## src/rtl/prio_intr_ctrl.sv

```systemverilog
// Priority interrupt controller: per-source priority/enable/mode registers, pending latch,
// combinational arbitration and a valid/ack/eoi presentation FSM behind a one-wait-state register port.
module prio_intr_ctrl #(
  parameter int NUM_SRC = 16,
  parameter int PRI_W   = 4,
  parameter int DATA_W  = 32,
  parameter int ADDR_W  = 8,
  parameter int ID_W    = $clog2(NUM_SRC)
) (
  input  logic              clk,
  input  logic              rst,
  input  logic              sel,
  input  logic              enable,
  input  logic              write,
  input  logic [ADDR_W-1:0] addr,
  input  logic [DATA_W-1:0] wdata,
  output logic              ready,
  output logic [DATA_W-1:0] rdata,
  output logic              error,
  input  logic [NUM_SRC-1:0] int_in,
  output logic              irq_valid,
  output logic [ID_W-1:0]   irq_id,
  input  logic              irq_ack,
  input  logic              irq_eoi
);

  localparam logic [ADDR_W-1:0] A_ENABLE  = ADDR_W'(8'h80);
  localparam logic [ADDR_W-1:0] A_MODE    = ADDR_W'(8'h81);
  localparam logic [ADDR_W-1:0] A_PENDING = ADDR_W'(8'h82);
  localparam logic [ADDR_W-1:0] A_STATUS  = ADDR_W'(8'h83);

  typedef enum logic [1:0] {S_IDLE, S_PRESENT, S_SERVICE} state_t;

  state_t              state;
  logic [PRI_W-1:0]    prio_reg [NUM_SRC];
  logic [NUM_SRC-1:0]  en_reg, mode_reg, pend_edge, int_q;
  logic [NUM_SRC-1:0]  pending, eligible, edge_set, ack_clr, w1c_clr;
  logic [ID_W-1:0]     win_id;
  logic [PRI_W-1:0]    win_prio;
  logic                any_elig, cur_elig, ack_taken;
  logic                is_prio, acc_err, acc_start, wr_commit;
  logic [DATA_W-1:0]   rd_val, status_val;
  logic                unused_wdata;

  assign unused_wdata = ^wdata;

  // Register port decode
  assign is_prio   = addr < ADDR_W'(NUM_SRC);
  assign acc_err   = !(is_prio || addr == A_ENABLE || addr == A_MODE || addr == A_PENDING ||
                       (addr == A_STATUS && !write));
  assign acc_start = sel && enable && !ready;
  assign wr_commit = sel && enable && ready && write && !acc_err;

  always_comb begin
    status_val = '0;
    status_val[0] = irq_valid;
    status_val[ID_W:1] = irq_id;
    status_val[DATA_W-1] = (state == S_SERVICE);
  end

  always_comb begin
    rd_val = '0;
    if (is_prio) begin
      rd_val = DATA_W'(prio_reg[addr[ID_W-1:0]]);
    end else begin
      case (addr)
        A_ENABLE:  rd_val = DATA_W'(en_reg);
        A_MODE:    rd_val = DATA_W'(mode_reg);
        A_PENDING: rd_val = DATA_W'(pending);
        A_STATUS:  rd_val = status_val;
        default:   rd_val = '0;
      endcase
    end
  end

  // Level sources mirror the synchronised line; edge sources use the latched bit
  assign pending   = (pend_edge & mode_reg) | (int_q & ~mode_reg);
  assign edge_set  = int_in & ~int_q;
  assign ack_taken = (state == S_PRESENT) && irq_ack;
  assign ack_clr   = ack_taken ? (NUM_SRC'(1) << irq_id) : '0;
  assign w1c_clr   = (wr_commit && addr == A_PENDING) ? wdata[NUM_SRC-1:0] : '0;

  // Highest priority wins; strict compare keeps the lowest index on ties
  always_comb begin
    eligible = '0;
    win_id   = '0;
    win_prio = '0;
    any_elig = 1'b0;
    for (int i = 0; i < NUM_SRC; i++) begin
      eligible[i] = pending[i] && en_reg[i] && (prio_reg[i] != '0);
      if (eligible[i] && prio_reg[i] > win_prio) begin
        win_id   = ID_W'(i);
        win_prio = prio_reg[i];
        any_elig = 1'b1;
      end
    end
  end

  assign cur_elig = eligible[irq_id];

  always_ff @(posedge clk) begin
    if (rst) begin
      ready    <= 1'b0;
      rdata    <= '0;
      error    <= 1'b0;
      en_reg   <= '0;
      mode_reg <= '0;
      for (int i = 0; i < NUM_SRC; i++) prio_reg[i] <= '0;
    end else begin
      ready <= acc_start;
      rdata <= (acc_start && !acc_err && !write) ? rd_val : '0;
      error <= acc_start && acc_err;
      if (wr_commit) begin
        if (is_prio)                prio_reg[addr[ID_W-1:0]] <= wdata[PRI_W-1:0];
        else if (addr == A_ENABLE)  en_reg   <= wdata[NUM_SRC-1:0];
        else if (addr == A_MODE)    mode_reg <= wdata[NUM_SRC-1:0];
      end
    end
  end

  always_ff @(posedge clk) begin
    if (rst) begin
      int_q     <= '0;
      pend_edge <= '0;
      state     <= S_IDLE;
      irq_valid <= 1'b0;
      irq_id    <= '0;
    end else begin
      int_q     <= int_in;
      pend_edge <= ((pend_edge & ~(ack_clr | w1c_clr)) | edge_set) & mode_reg;
      case (state)
        S_IDLE: begin
          if (any_elig) begin
            irq_id    <= win_id;
            irq_valid <= 1'b1;
            state     <= S_PRESENT;
          end
        end
        S_PRESENT: begin
          if (irq_ack) begin
            irq_valid <= 1'b0;
            state     <= S_SERVICE;
          end else if (!cur_elig) begin
            irq_valid <= 1'b0;
            state     <= S_IDLE;
          end else if (win_prio > prio_reg[irq_id]) begin
            irq_id <= win_id;
          end
        end
        S_SERVICE: begin
          irq_valid <= 1'b0;
          if (irq_eoi) state <= S_IDLE;
        end
        default: begin
          irq_valid <= 1'b0;
          state     <= S_IDLE;
        end
      endcase
    end
  end

endmodule

```

## config.mk

```make
export PLATFORM = sky130hd
export DESIGN_NAME = prio_intr_ctrl
export DESIGN_NICKNAME = d
export VERILOG_FILES = /design/src/rtl/prio_intr_ctrl.sv
export SDC_FILE = /design/constraint.sdc
export NUM_CORES = 1
export LEC_CHECK = 0
export CAP_MARGIN = 10
export CORE_ASPECT_RATIO = 0.9
export CORE_MARGIN = 2
export CORE_UTILIZATION = 50
export CTS_BUF_LIST = sky130_fd_sc_hd__clkbuf_8
export CTS_CLUSTER_DIAMETER = 30
export CTS_CLUSTER_SIZE = 12
export DETAILED_ROUTE_END_ITERATION = 8
export GPL_TIMING_DRIVEN = 0
export PLACE_DENSITY = 0.68
export SLEW_MARGIN = 20
export SYNTH_ARGS = -nofsm -noshare
export SYNTH_HDL_FRONTEND = slang
export SYNTH_SLANG_ARGS = --single-unit
```

## constraint.sdc

```tcl
create_clock -name clk -period 31.8 [get_ports clk]
set_input_delay 6.36 -clock clk [delete_from_list [all_inputs] [get_ports clk]]
set_output_delay 6.36 -clock clk [all_outputs]
set_load 0.02 [all_outputs]
```

* After elaboration in Yosys (flattened, before gate mapping) *
Memory sizes are Yosys's and may differ from the RTL's. A register that Yosys moved wholly into a read port is not among the register bits.
Cells that the tools add are included.

operators by class
  magnitude comparators = 19
  eq/ne operators = 12
  multiplexer cells = 78
  reductions and logical operators = 92
  shifts and indexed selects = 1
  bitwise operators = 14

operators by type and width
  kind                                                                              number
  4-bit 2-to-1 mux                                                                  39
  32-bit case mux with 4 select lines                                               1
  16-bit AND                                                                        5
  4-bit greater-than comparator                                                     16
  4-bit nonzero test                                                                16
  1-bit logical AND                                                                 59
  16-bit inverter                                                                   3
  16-bit bitwise OR                                                                 3
  8-bit == test (second input constant)                                             4
  16-bit 2-to-1 mux                                                                 2
  1-bit 2-to-1 mux                                                                  28
  1-bit by 4-bit << shifter with 16-bit output (first input constant)               1
  8-bit by 5-bit < comparator with 1-bit output (second input constant)             1
  2-bit 2-to-1 mux                                                                  4
  2-bit != test (second input constant)                                             4
  4-bit case mux with 2 select lines                                                1
  2-bit case mux with 3 select lines                                                1
  3-bit AND reduction                                                               2
  4-bit by 5-bit < comparator with 1-bit output (second input constant)             1
  5-bit AND reduction                                                               1
  1-bit binary-select mux with 4-bit select                                         1
  4-bit by 1-bit greater-than comparator with 1-bit output (second input constant)  1
  1-bit logical OR                                                                  4
  4-bit AND reduction                                                               1
  13 further kinds                                                                  17

word-level totals
  register bits = 105
  memories = 1
  memory bits (writable) = 64
  input bits = 63

memories
  name      depth  width  rd ports  clocked after Yosys merged registers in  wr ports  RTL line  source
  prio_reg  16     4      18        1                                        16        35        logic [PRI_W-1:0] prio_reg [NUM_SRC];

* Logic depth before layout (Yosys ltp) *
  word-level depth = 59
  gate-level depth with buffers = 135

* Worst setup path before layout *
No wires, ideal clock.

  kind = flip-flop to flip-flop
  from = register mode_reg[0]
  to = register (tool-made name)
  path buffers = 4
  required time = 31.705 ns
  slack = 7.634 ns
  cell stages (with the launch flop) = 123
  data arrival time = 24.071 ns
  cells stage by stage = dfxtp_1 -> mux2_2 -> and2_1 -> nand2_1 -> ha_1 -> and4_1 -> a211oi_4 -> buf_2 -> mux2_2 -> ha_1 -> and2_1 -> or3b_1 -> a21oi_1 -> nor2_4 -> o211ai_4 -> nor2_1 -> a21oi_1 -> inv_1 -> [... 87 more ...] -> a41oi_4 -> mux2_2 -> ha_1 -> o21ai_0 -> nand2b_1 -> a21oi_1 -> nor2_1 -> mux2i_1 -> ha_1 -> nor2b_1 -> o21ai_0 -> nand2b_1 -> a21oi_1 -> a41o_1 -> o21ai_0 -> nand2b_1 -> o21bai_2 -> a221oi_1

RTL lines
  what                      RTL line  source
  start: declaration        36        logic [NUM_SRC-1:0] en_reg, mode_reg, pend_edge, int_q;
  start signal: assignment  116       else if (addr == A_MODE) mode_reg <= wdata[NUM_SRC-1:0];

==> flow_summary.json <==
{
  "gp_congestion": 0.978,
  "critPathMaxStageDelay_ns": 0.66,
  "synth_edf_count": 64,
  "antenna_left": 0,
  "core_um2": 21800,
  "num_antenna_cells": 0,
  "setup_viol": 0,
  "path_max_fanout": 10,
  "hold_violations": 0,
  "pwr_density_cell_nw_per_um2": 33.0,
  "status": "finished clean",
  "critPathCaptureType": "flip-flop",
  "gr-usage-all-layers_pct": 29.6,
  "viasPerCell": 6.21,
  "dr.pass1.iters": 5,
  "max_freq_mhz": 36.2,
  "holdWs_ns": 0.476,
  "synth-seq-cells": 158,
  "yosys-top-cells-count": "nand2_1, dfxtp_1, inv_1, and2_1, a21oi_1",
  "hpwl_mm": 27.1,
  "ioPinCount": 102,
  "synth_top_cells_by_area": "edfxtp_1, dfxtp_1, mux4_2",
  "synthMuxAreaShare_pct": 13.6,
  "synth_compound_area_share_pct": 17.0,
  "cts_root_buf": "clkbuf_8",
  "cp.required_ns": 32.17,
  "p_leak_nw": 4.58,
  "synth_top_family_by_area": "simple AND/OR/NAND/NOR gates",
  "clock_sinks": 158,
  "grt_start_max_net_pins": 19,
  "largest_reg_flops": 64,
  "tns_ns": 0,
  "drt_iter0_markers": 1176,
  "skew_ns": 0.0197,
  "yosysTopAreaCellShare_pct": 17.1,
  "synth_cell_types": 97,
  "cp-start-kind": "flip-flop",
  "critPathLaunch": "mode_reg[0]$_SDFFE_PP0P_",
  "dieArea_um2": 23700,
  "wl_per_cell_um": 21.1,
  "path_class": "flip-flop to flip-flop",
  "num_vias": 10229,
  "cp_slowest_cell": "nor3_1",
  "syn_to_final_growth_pct": 13.2,
  "maxSlewViolCount": 0,
  "worst_hold_path_type": "flip-flop to flip-flop",
  "cts_setup_buffers": 0,
  "gr-total-overflow": 0,
  "rsz0062_at_grt": "false",
  "syn_area_per_cell_um2": 9.02,
  "synth_adder_area_share_pct": 5.21,
  "cts_tree": "done",
  "vdd_ir_drop_max_v": 0.0000267,
  "drc": 0,
  "die_w_um": 162,
  "cts-htree-levels": 4,
  "synthArstFlopShare_pct": 0,
  "finalCritPeriodShare_pct": 86.9,
  "slew-limit-headroom_pct": 36.6,
  "grt_pass1_vias": 9488,
  "synth_largest_area_cell": "edfxtp_1",
  "drt_wl_total_mm": 34.7,
  "hold_start": "en_reg[11]$_SDFFE_PP0P_",
  "synth-xor-area-share_pct": 0.702,
  "synthFlopType": "dfxtp_1",
  "synth_cells": 1244,
  "port_buffers": 65,
  "finish.net_count": 1451,
  "synth-simple-area-share_pct": 23.8,
  "fillerInstances": 2018,
  "die_y_um": 146,
  "reg2reg_from": "mode_reg[0]$_SDFFE_PP0P_",
  "grt_pass1_wl_mm": 53.6,
  "min_period_ns": 27.62,
  "clkLatencyLatePin_ns": 0.49,
  "syn_area_um2": 11200,
  "cp.arrival_ns": 27.99,
  "yosys_warnings": 0,
  "initial_core_util_pct": 51.4,
  "numCtsBuffers": 17,
  "yosysSeqAreaShare_pct": 33.9,
  "path_clk_slew_ns": 0.12,
  "crit_top_cell": "ha_1",
  "antenna_found_initial": 0,
  "postCtsHoldBufs": 0,
  "max_cap_viol_count": 0,
  "synth_most_common_cell": "nand2_1",
  "drive_above_1_share_pct": 12.6,
  "worstMarginPinSlew_ns": 0.949,
  "clk_path_buf_depth": 2,
  "postCtsResizedCells": 0,
  "placementRows": 51
}
-- final cells by class --
| class | count | area [um^2] | area share, % |
|---|---|---|---|
| sequential | 158 | 3800 | 29.9 |
| multi-input combinational | 945 | 6830 | 53.7 |
| tap | 291 | 364 | 2.87 |
| buffer | 71 | 333 | 2.62 |
| inverter | 84 | 315 | 2.48 |
| clock inverter | 15 | 170 | 1.34 |
| clock buffer | 17 | 234 | 1.84 |
| timing repair buffer | 66 | 658 | 5.18 |
-- final timing paths --
| path | slack [ns] | to | cells past startpoint |
|---|---|---|---|
| min reg2reg | 0.48 | en_reg[11]$_SDFFE_PP0P_ | 2 |
| max | 4.18 | flip-flop | 124 |
| max reg2reg | 4.18 | flip-flop | 124 |
| min | 0.48 | en_reg[11]$_SDFFE_PP0P_ | 2 |
-- kinds of logic (layout without fill, tap and decap cells) --
kind of cell | after synthesis | after routing
compound gates | 271 | 271
mux | 93 | 93
buf+inv | 155 | 253
flops | 158 | 158
fa+ha+maj | 47 | 47
simple gates | 510 | 510
other cells | 1 | 15
xor+xnor | 9 | 9
-- cell usage in the layout (no fill, tap or decap), types with 9 or more instances in the layout --
cell type,netlist,routed
nand2_1,153,153
dfxtp_1,94,94
inv_1,84,84
and2_1,82,82
a21oi_1,76,76
nor2_1,71,71
clkdlybuf4s50_1,0,65
edfxtp_1,64,64
o21ai_0,47,47
clkbuf_1,45,45
ha_1,45,45
mux4_2,42,42
nand3_1,31,31
nor2b_1,28,28
nor3_1,26,26
mux2i_1,24,24
or2_2,22,22
nor3b_1,21,21
mux2_2,20,20
buf_4,17,18
clkbuf_8,0,17
a32oi_1,16,16
conb_1,1,15
a21o_1,14,14
and3_1,14,14
a31oi_1,14,14
nand2b_1,13,13
or4_1,11,11
a211oi_1,10,10
nor4_1,10,9
-- power by group --
part / total (mW) / switching [mW] / internal (mW)
clock network: 0.155 / 0.0950 / 0.0599
registers: 0.219 / 0.00484 / 0.214
logic: 0.0454 / 0.0258 / 0.0195
total: 0.419 / 0.126 / 0.293
-- routing by layer --
layer	part of all wire, %	routed length [um]	track usage, %	vias to the layer above
met3	11	3710	5.80	81
met1	42	14500	42.2	4883
met2	43	15100	44.7	556
met4	4.0	1380	11.3	0
met5	0	0	0	-
li1	-	-	-	4709
-- worst max-delay path: cells and delay by family (launching register included) --
| kind | cells | cell delay (ns) |
|---|---|---|
| and+or+nand+nor | 35 | 6.90 |
| buffers and inverters | 12 | 1.19 |
| AOI/OAI and AO/OA | 46 | 9.73 |
| adders and majority gates | 17 | 4.61 |
| muxes | 14 | 4.71 |
| DFF | 1 | 0.43 |
-- through the flow --
stage / power, mW / cell area (um^2) / std cells / utilization (%) / worst slack [ns]
final: 0.419 / 12700 / 1647 / 58.2 / 4.18
after global routing: 0.431 / 12700 / 1647 / 58.2 / 2.33
after CTS: 0.418 / 12700 / 1647 / 58.2 / 4.45
after detailed placement: 0.268 / 12300 / 1615 / 56.4 / 4.58
after global placement: 0.267 / 12300 / 1614 / 56.3 / 5.00
after floorplan: 0.250 / 11300 / 1258 / - / 7.63
No activity file was read; power rests on OpenSTA's default activity.
